<file path="src/rtl/alu_sequencer.sv">
// rtl/alu_sequencer.sv - multi-cycle 6502 arithmetic/logic sequencer around a 5-function ALU
// Purpose: turns one 6502 ALU request into one ALU pass (binary ops) or four
//   registered nibble passes (BCD ADC/SBC) and returns the byte plus N/Z/C/V.
// Ports:
//   clk, reset                      clock, asynchronous active-high reset
//   op_valid/op_ready               request handshake (ready only in IDLE)
//   op_code, op_a, op_b, op_c, op_d operation, operands, carry in, decimal flag
//   res_valid/res_ready             result handshake (held in DONE)
//   res_y, res_n/z/c/v              result byte and flags
//   res_mask, res_wr, res_err       {N,Z,C,V} update enables, write-back, illegal op
//   alu_control, alu_AI, alu_BI, alu_carry_in        drive to the ALU
//   alu_Y, alu_carry_out, alu_overflow               ALU results
module alu_sequencer #(
  parameter bit DECIMAL_EN = 1'b1
) (
  input  logic       clk,
  input  logic       reset,
  input  logic       op_valid,
  output logic       op_ready,
  input  logic [3:0] op_code,
  input  logic [7:0] op_a,
  input  logic [7:0] op_b,
  input  logic       op_c,
  input  logic       op_d,
  output logic       res_valid,
  input  logic       res_ready,
  output logic [7:0] res_y,
  output logic       res_n,
  output logic       res_z,
  output logic       res_c,
  output logic       res_v,
  output logic [3:0] res_mask,
  output logic       res_wr,
  output logic       res_err,
  output logic [2:0] alu_control,
  output logic [7:0] alu_AI,
  output logic [7:0] alu_BI,
  output logic       alu_carry_in,
  input  logic [7:0] alu_Y,
  input  logic       alu_carry_out,
  input  logic       alu_overflow
);

  localparam logic [2:0] S_IDLE = 3'd0, S_EXEC = 3'd1, S_DONE = 3'd2, S_D_LO = 3'd3,
                         S_D_LOADJ = 3'd4, S_D_HI = 3'd5, S_D_HIADJ = 3'd6;
  localparam logic [2:0] ALU_ADD = 3'd0, ALU_SR = 3'd1, ALU_AND = 3'd2, ALU_OR = 3'd3,
                         ALU_XOR = 3'd4;
  localparam logic [3:0] OP_ADC = 4'h0, OP_SBC = 4'h1, OP_AND = 4'h2, OP_ORA = 4'h3,
                         OP_EOR = 4'h4, OP_ASL = 4'h5, OP_ROL = 4'h6, OP_LSR = 4'h7,
                         OP_ROR = 4'h8, OP_CMP = 4'h9, OP_INC = 4'hA, OP_DEC = 4'hB;

  logic [2:0] state_q, state_d;
  logic [3:0] code_q, code_d;
  logic [7:0] a_q, a_d, b_q, b_d;
  logic       c_q, c_d;
  logic [4:0] ls_q, ls_d, hs_q, hs_d;
  logic [3:0] lo_q, lo_d;
  logic       half_q, half_d;
  logic [7:0] y_q, y_d;
  logic       n_q, n_d, z_q, z_d, rc_q, rc_d, v_q, v_d;
  logic [3:0] mask_q, mask_d;
  logic       wr_q, wr_d, err_q, err_d;

  logic       is_sbc;
  logic [7:0] k;

  assign is_sbc = (code_q == OP_SBC);
  // SBC is A + ~B + C, so the decimal passes add the complemented B nibbles.
  assign k = is_sbc ? ~b_q : b_q;

  // ADC corrects a nibble sum above 9 by +6; SBC corrects a borrow
  // (no carry out of bit 3) by +A, which is -6 modulo 16.
  function automatic logic [7:0] bcd_adj(input logic sbc, input logic [4:0] v);
    if (sbc) return v[4] ? 8'h00 : 8'h0A;
    else     return (v > 5'd9) ? 8'h06 : 8'h00;
  endfunction

  function automatic logic bcd_carry(input logic sbc, input logic [4:0] v);
    return sbc ? v[4] : (v > 5'd9);
  endfunction

  always_comb begin
    alu_control  = ALU_AND;
    alu_AI       = 8'h00;
    alu_BI       = 8'h00;
    alu_carry_in = 1'b0;
    case (state_q)
      S_EXEC: begin
        alu_AI = a_q;
        case (code_q)
          OP_ADC: begin alu_control = ALU_ADD; alu_BI = b_q;  alu_carry_in = c_q;  end
          OP_SBC: begin alu_control = ALU_ADD; alu_BI = ~b_q; alu_carry_in = c_q;  end
          OP_AND: begin alu_control = ALU_AND; alu_BI = b_q;  end
          OP_ORA: begin alu_control = ALU_OR;  alu_BI = b_q;  end
          OP_EOR: begin alu_control = ALU_XOR; alu_BI = b_q;  end
          OP_ASL: begin alu_control = ALU_ADD; alu_BI = a_q;  end
          OP_ROL: begin alu_control = ALU_ADD; alu_BI = a_q;  alu_carry_in = c_q;  end
          OP_LSR: begin alu_control = ALU_SR;  end
          OP_ROR: begin alu_control = ALU_SR;  alu_carry_in = c_q;  end
          OP_CMP: begin alu_control = ALU_ADD; alu_BI = ~b_q; alu_carry_in = 1'b1; end
          OP_INC: begin alu_control = ALU_ADD; alu_carry_in = 1'b1; end
          OP_DEC: begin alu_control = ALU_ADD; alu_BI = 8'hFF; end
          default: alu_AI = 8'h00;
        endcase
      end
      S_D_LO: begin
        alu_control  = ALU_ADD;
        alu_AI       = {4'h0, a_q[3:0]};
        alu_BI       = {4'h0, k[3:0]};
        alu_carry_in = c_q;
      end
      S_D_LOADJ: begin
        alu_control = ALU_ADD;
        alu_AI      = {3'b000, ls_q};
        alu_BI      = bcd_adj(is_sbc, ls_q);
      end
      S_D_HI: begin
        alu_control  = ALU_ADD;
        alu_AI       = {4'h0, a_q[7:4]};
        alu_BI       = {4'h0, k[7:4]};
        alu_carry_in = half_q;
      end
      S_D_HIADJ: begin
        alu_control = ALU_ADD;
        alu_AI      = {3'b000, hs_q};
        alu_BI      = bcd_adj(is_sbc, hs_q);
      end
      default: ;
    endcase
  end

  always_comb begin
    state_d = state_q;
    code_d  = code_q;
    a_d     = a_q;
    b_d     = b_q;
    c_d     = c_q;
    ls_d    = ls_q;
    hs_d    = hs_q;
    lo_d    = lo_q;
    half_d  = half_q;
    y_d     = y_q;
    n_d     = n_q;
    z_d     = z_q;
    rc_d    = rc_q;
    v_d     = v_q;
    mask_d  = mask_q;
    wr_d    = wr_q;
    err_d   = err_q;
    case (state_q)
      S_IDLE: begin
        if (op_valid) begin
          code_d  = op_code;
          a_d     = op_a;
          b_d     = op_b;
          c_d     = op_c;
          state_d = (op_d && DECIMAL_EN && (op_code == OP_ADC || op_code == OP_SBC))
                    ? S_D_LO : S_EXEC;
        end
      end
      S_EXEC: begin
        y_d     = alu_Y;
        n_d     = alu_Y[7];
        z_d     = (alu_Y == 8'h00);
        rc_d    = alu_carry_out;
        v_d     = 1'b0;
        wr_d    = 1'b1;
        err_d   = 1'b0;
        mask_d  = 4'b1110;
        state_d = S_DONE;
        case (code_q)
          OP_ADC, OP_SBC: begin
            v_d    = alu_overflow;
            mask_d = 4'b1111;
          end
          OP_AND, OP_ORA, OP_EOR, OP_INC, OP_DEC: begin
            rc_d   = c_q;
            mask_d = 4'b1100;
          end
          OP_ASL, OP_ROL, OP_LSR, OP_ROR: ;
          // CMP reports flags of the difference but leaves the byte as A.
          OP_CMP: begin
            y_d  = a_q;
            wr_d = 1'b0;
          end
          default: begin
            y_d    = a_q;
            n_d    = a_q[7];
            z_d    = (a_q == 8'h00);
            rc_d   = c_q;
            mask_d = 4'b0000;
            wr_d   = 1'b0;
            err_d  = 1'b1;
          end
        endcase
      end
      S_D_LO: begin
        ls_d    = alu_Y[4:0];
        state_d = S_D_LOADJ;
      end
      S_D_LOADJ: begin
        lo_d    = alu_Y[3:0];
        half_d  = bcd_carry(is_sbc, ls_q);
        state_d = S_D_HI;
      end
      S_D_HI: begin
        hs_d    = alu_Y[4:0];
        state_d = S_D_HIADJ;
      end
      S_D_HIADJ: begin
        y_d     = {alu_Y[3:0], lo_q};
        n_d     = alu_Y[3];
        z_d     = ({alu_Y[3:0], lo_q} == 8'h00);
        rc_d    = bcd_carry(is_sbc, hs_q);
        v_d     = 1'b0;
        mask_d  = 4'b1110;
        wr_d    = 1'b1;
        err_d   = 1'b0;
        state_d = S_DONE;
      end
      S_DONE: begin
        if (res_ready) state_d = S_IDLE;
      end
      default: state_d = S_IDLE;
    endcase
  end

  always_ff @(posedge clk or posedge reset) begin
    if (reset) begin
      state_q <= S_IDLE;
      code_q  <= 4'h0;
      a_q     <= 8'h00;
      b_q     <= 8'h00;
      c_q     <= 1'b0;
      ls_q    <= 5'd0;
      hs_q    <= 5'd0;
      lo_q    <= 4'h0;
      half_q  <= 1'b0;
      y_q     <= 8'h00;
      n_q     <= 1'b0;
      z_q     <= 1'b0;
      rc_q    <= 1'b0;
      v_q     <= 1'b0;
      mask_q  <= 4'h0;
      wr_q    <= 1'b0;
      err_q   <= 1'b0;
    end else begin
      state_q <= state_d;
      code_q  <= code_d;
      a_q     <= a_d;
      b_q     <= b_d;
      c_q     <= c_d;
      ls_q    <= ls_d;
      hs_q    <= hs_d;
      lo_q    <= lo_d;
      half_q  <= half_d;
      y_q     <= y_d;
      n_q     <= n_d;
      z_q     <= z_d;
      rc_q    <= rc_d;
      v_q     <= v_d;
      mask_q  <= mask_d;
      wr_q    <= wr_d;
      err_q   <= err_d;
    end
  end

  assign op_ready  = (state_q == S_IDLE);
  assign res_valid = (state_q == S_DONE);
  assign res_y     = y_q;
  assign res_n     = n_q;
  assign res_z     = z_q;
  assign res_c     = rc_q;
  assign res_v     = v_q;
  assign res_mask  = mask_q;
  assign res_wr    = wr_q;
  assign res_err   = err_q;

endmodule

</file>
<file path="config.mk">
export PLATFORM = sky130hd
export DESIGN_NAME = alu_sequencer
export DESIGN_NICKNAME = d
export VERILOG_FILES = /design/src/rtl/alu_sequencer.sv
export SDC_FILE = /design/constraint.sdc
export NUM_CORES = 1
export LEC_CHECK = 0
export ABC_CLOCK_PERIOD_IN_PS = 1650
export BUFFER_PORTS_ARGS = -buffer_cell sky130_fd_sc_hd__buf_2
export CORE_UTILIZATION = 49
export DETAILED_ROUTE_END_ITERATION = 8
export HOLD_SLACK_MARGIN = 0.1
export PLACE_DENSITY = 0.75
export RECOVER_POWER = 25
export SLEW_MARGIN = 10
export SYNTH_ARGS = -nofsm -noshare
export SYNTH_HDL_FRONTEND = slang
export SYNTH_SLANG_ARGS = --single-unit
</file>
<file path="constraint.sdc">
create_clock -name clk -period 1.65 [get_ports clk]
set_input_delay 0.2475 -clock clk [delete_from_list [all_inputs] [get_ports clk]]
set_output_delay 0.2475 -clock clk [all_outputs]
set_load 0.01 [all_outputs]
</file>
==> reports/metrics.csv <==
stage,metric,value,unit
run_status,status,finished with violations,
run_status,failing checks,setup timing,
logic_synthesis,"FFs w/ async S/R, synth",100,%
global_route,global route overflow,0,
min_path,Hold Path Class,in -> reg,
power,PD cells,2340,nW/um2
timing,clk_skew,10.9,ps
placement,HPWL after DPL,7460,um
min_path,WHS Path Cells,3,
job,max cap viols,0,
route,detailed-route via count,3598,
timing,setup slack after layout,-575,ps
cells_and_area,Antenna diodes,0,
setup_path,"delay-heaviest family, CP",compound AO/OA/AOI/OAI gates,
logic_synthesis,dominant synthesized flop cell,dfrtp_1,
route,Avg WL per Cell,21.1,um
logic_synthesis,Mapped Cells,337,
route,drt first pass iters,7,
logic_synthesis,post-synth top area share,41.1,%
clocking,TritonCTS clock tree,built,
timing,max-slew violations,0,
timing,Final Hold Viols,0,
floorplanning,Core ar.,6760,um2
placement,routability congestion estimate from global placement,0.870,
setup_path,Worst Setup Path Type,reg -> out,
floorplanning,Ports,76,
logic_synthesis,"Distinct cells, synth",57,
floorplanning,Die Ht,85.5,um
logic_synthesis,Yosys warnings,0,
global_route,largest net degree at the start of global routing,57,
logic_synthesis,syn avg cell area,10.1,um2
setup_path,"Largest stage delay, worst path",470,ps
global_route,first-pass GRT wire length,17800,um
floorplanning,Initial Util,50.5,%
setup_path,Levels on crit path,6,
route,drt via density,6.31,
placement,port bufs,75,
global_route,GRT Total Usage,31.7,%
placement,pre-CTS setup slack,-177,ps
timing,Max transition margin,47.1,%
clocking,clk sink count,56,
setup_path,WP data arrival,1980,ps
timing,Setup Viol. Count Final,48,
global_route,initial antenna violation count,0,
clocking,Num CTS Buffers,5,
clocking,Worst-Skew Late Latency,320,ps
floorplanning,Die W,85.5,um
setup_path,Critical Path Start Type,flop,
logic_synthesis,number of synthesized register bits,56,
timing,fin crit period,2220,ps
route,WL final,12000,um
setup_path,slowest CP cell,dfrtp_1,
floorplanning,std cell rows,30,
timing,Max Fclk,0.449,GHz
logic_synthesis,number of flops mapped to enable cells by yosys,0,
floorplanning,die area,7300,um2
clocking,clock tree buffer depth,2,
setup_path,worst-path cell chain,buf_6 > mux2_4 > o21ai_0 > o31ai_1 > o311ai_2 > buf_2,
cells_and_area,layout cell share with drive strength beyond 1,53.5,%
logic_synthesis,post-synthesis sequential area ratio,41.1,%
clocking,clock-pin slew on the worst setup and hold paths,110,ps
timing,final period utilization,135,%
route,Residual DRC,0,
timing,Tightest Pin Transition,793,ps
setup_path,CP bufs+invs,2,
logic_synthesis,Synth Cell Area,3410,um2
logic_synthesis,largest area contributor in the netlist,dfrtp_1,
timing,RSZ-0062 raised after global routing,true,
setup_path,worst endpoint required time,1400,ps
clocking,H-tree levels,2,
cells_and_area,final net count,525,
setup_path,CP endpoint kind,primary output,
route,DR iter-0 viols,373,
clocking,CTS Root Cell,clkbuf_8,
global_route,vias in the first global route,3408,
power,worst IR drop on VDD,1.35,mV
route,Routed Antenna Nets,0,
setup_path,Crit Path Max Fanout,5,
power,Leakage,2.42,nW
logic_synthesis,syn_nets,373,
setup_path,reg2reg path depth,7,
timing,Setup Total Neg Slack,-10700,ps
cells_and_area,Layout area overhead,48.7,%
logic_synthesis,synth top area cells,"dfrtp_1, mux2_2, mux2i_1",
timing repair:
item | 4_1_cts | 5_1_grt
cloned | 3 | 1
hold endpoints to repair | 56 | 0
buffers inserted | 14 | 14
hold buffers | 1 | 0
endpoints found under the setup margin | 52 | 55
gates resized for setup | 74 | 37
pin swaps | 15 | 13
placed cells by master, fill, tap and decap left out, types with 3 or more instances in the layout:
cell type	count
o22a_1	5
mux2_4	21
o21bai_1	3
and3_1	4
nor2b_1	4
a22o_1	8
inv_1	7
buf_2	73
o22ai_1	3
o21ai_1	11
nor3_2	3
nor4_1	3
nand2b_1	6
a21oi_2	4
buf_8	3
a22oi_1	9
buf_12	5
nor2_1	13
clkbuf_8	5
nor3_1	6
xnor2_1	7
dfrtp_2	4
mux2i_1	23
dfrtp_1	52
a21oi_1	11
a211oi_1	4
nand2_1	11
nor2b_4	3
nand2_4	4
buf_4	64
buf_6	21
o21ai_0	12
mux2_2	14
metal layers:
layer	track usage [%]	share of wire, %	up-vias
met2	51.9	49	224
met3	5.06	6.6	47
met1	41.3	40	1775
met4	14.5	3.7	0
li1	-	-	1552
met5	0	0	-
power breakdown:
| part | internal [W] | total [W] | switching, W |
|---|---|---|---|
| combinational | 0.00431 | 0.00818 | 0.00387 |
| sequential | 0.00208 | 0.00287 | 0.000794 |
| clock | 0.000314 | 0.000827 | 0.000514 |
| total | 0.00670 | 0.0119 | 0.00518 |
final timing paths:
path	start	to	slack, ps
setup / recovery	state_q[1]	alu_BI[1]	-570
hold / removal	op_code[3]	code_q[3]	150
setup reg to reg	state_q[2]	a_q[3]	-190
hold reg to reg	res_v	res_v	500
max in group asynchronous	reset	code_q[1]	370
min in group asynchronous	reset	res_y[3]	700
worst register-to-register path: stages (launching register included):
cell     delay (ps)
dfrtp_1         440
buf_8           160
buf_8           130
nor3_4          200
and2_4          230
buf_12          130
buf_12          130
mux2_4          300
sequential cells by signal (all words and copies together), names as in the netlist:
signal	count
b_q	8
res_n	1
lo_q	4
code_q	4
state_q	3
ls_q	5
res_z	1
c_q	1
res_c	1
half_q	1
res_mask	3
res_wr	1
res_v	1
a_q	8
hs_q	5
res_y	8
res_err	1
synth_stat cells (7+ instances only):
| cell type | instances |
|---|---|
| a21oi_1 | 16 |
| a22o_1 | 8 |
| a22oi_1 | 10 |
| buf_2 | 14 |
| dfrtp_1 | 56 |
| inv_1 | 8 |
| mux2_2 | 35 |
| mux2i_1 | 23 |
| nand2_1 | 16 |
| nor2_1 | 15 |
| nor2b_1 | 7 |
| nor3_1 | 10 |
| o21ai_0 | 19 |
| o21ai_1 | 7 |
| xnor2_1 | 8 |
cell type report:
class | count | area (um2)
Multi-Input combinational cell | 248 | 2140
Fill cell | 447 | 1680
Sequential cell | 56 | 1410
Timing Repair Buffer | 170 | 1300
Tap cell | 80 | 100
Clock buffer | 5 | 68.8
Inverter | 8 | 32.5
Clock inverter | 3 | 27.5
cell families after synthesis:
group	Yosys count	share of synthesized area [%]
compound gates	100	20.2
simple gates	81	13.3
xor+xnor	9	2.31
mux	58	18.3
flops	56	41.1
buf+inv	33	4.91
through the flow:
stage               hold slack, ps  util, %  std cells  cell area (um2)  total power, W
finish                         153     75.1        570             5070          0.0119
global route                   149     75.1        570             5070          0.0125
CTS                            144     71.7        557             4840          0.0110
detailed placement             326     63.7        532             4310         0.00898
global placement               321     63.7        532             4310         0.00878
floorplan                      364        -        337             3440         0.00648
Note: power is estimated with default switching activity, not from simulation.
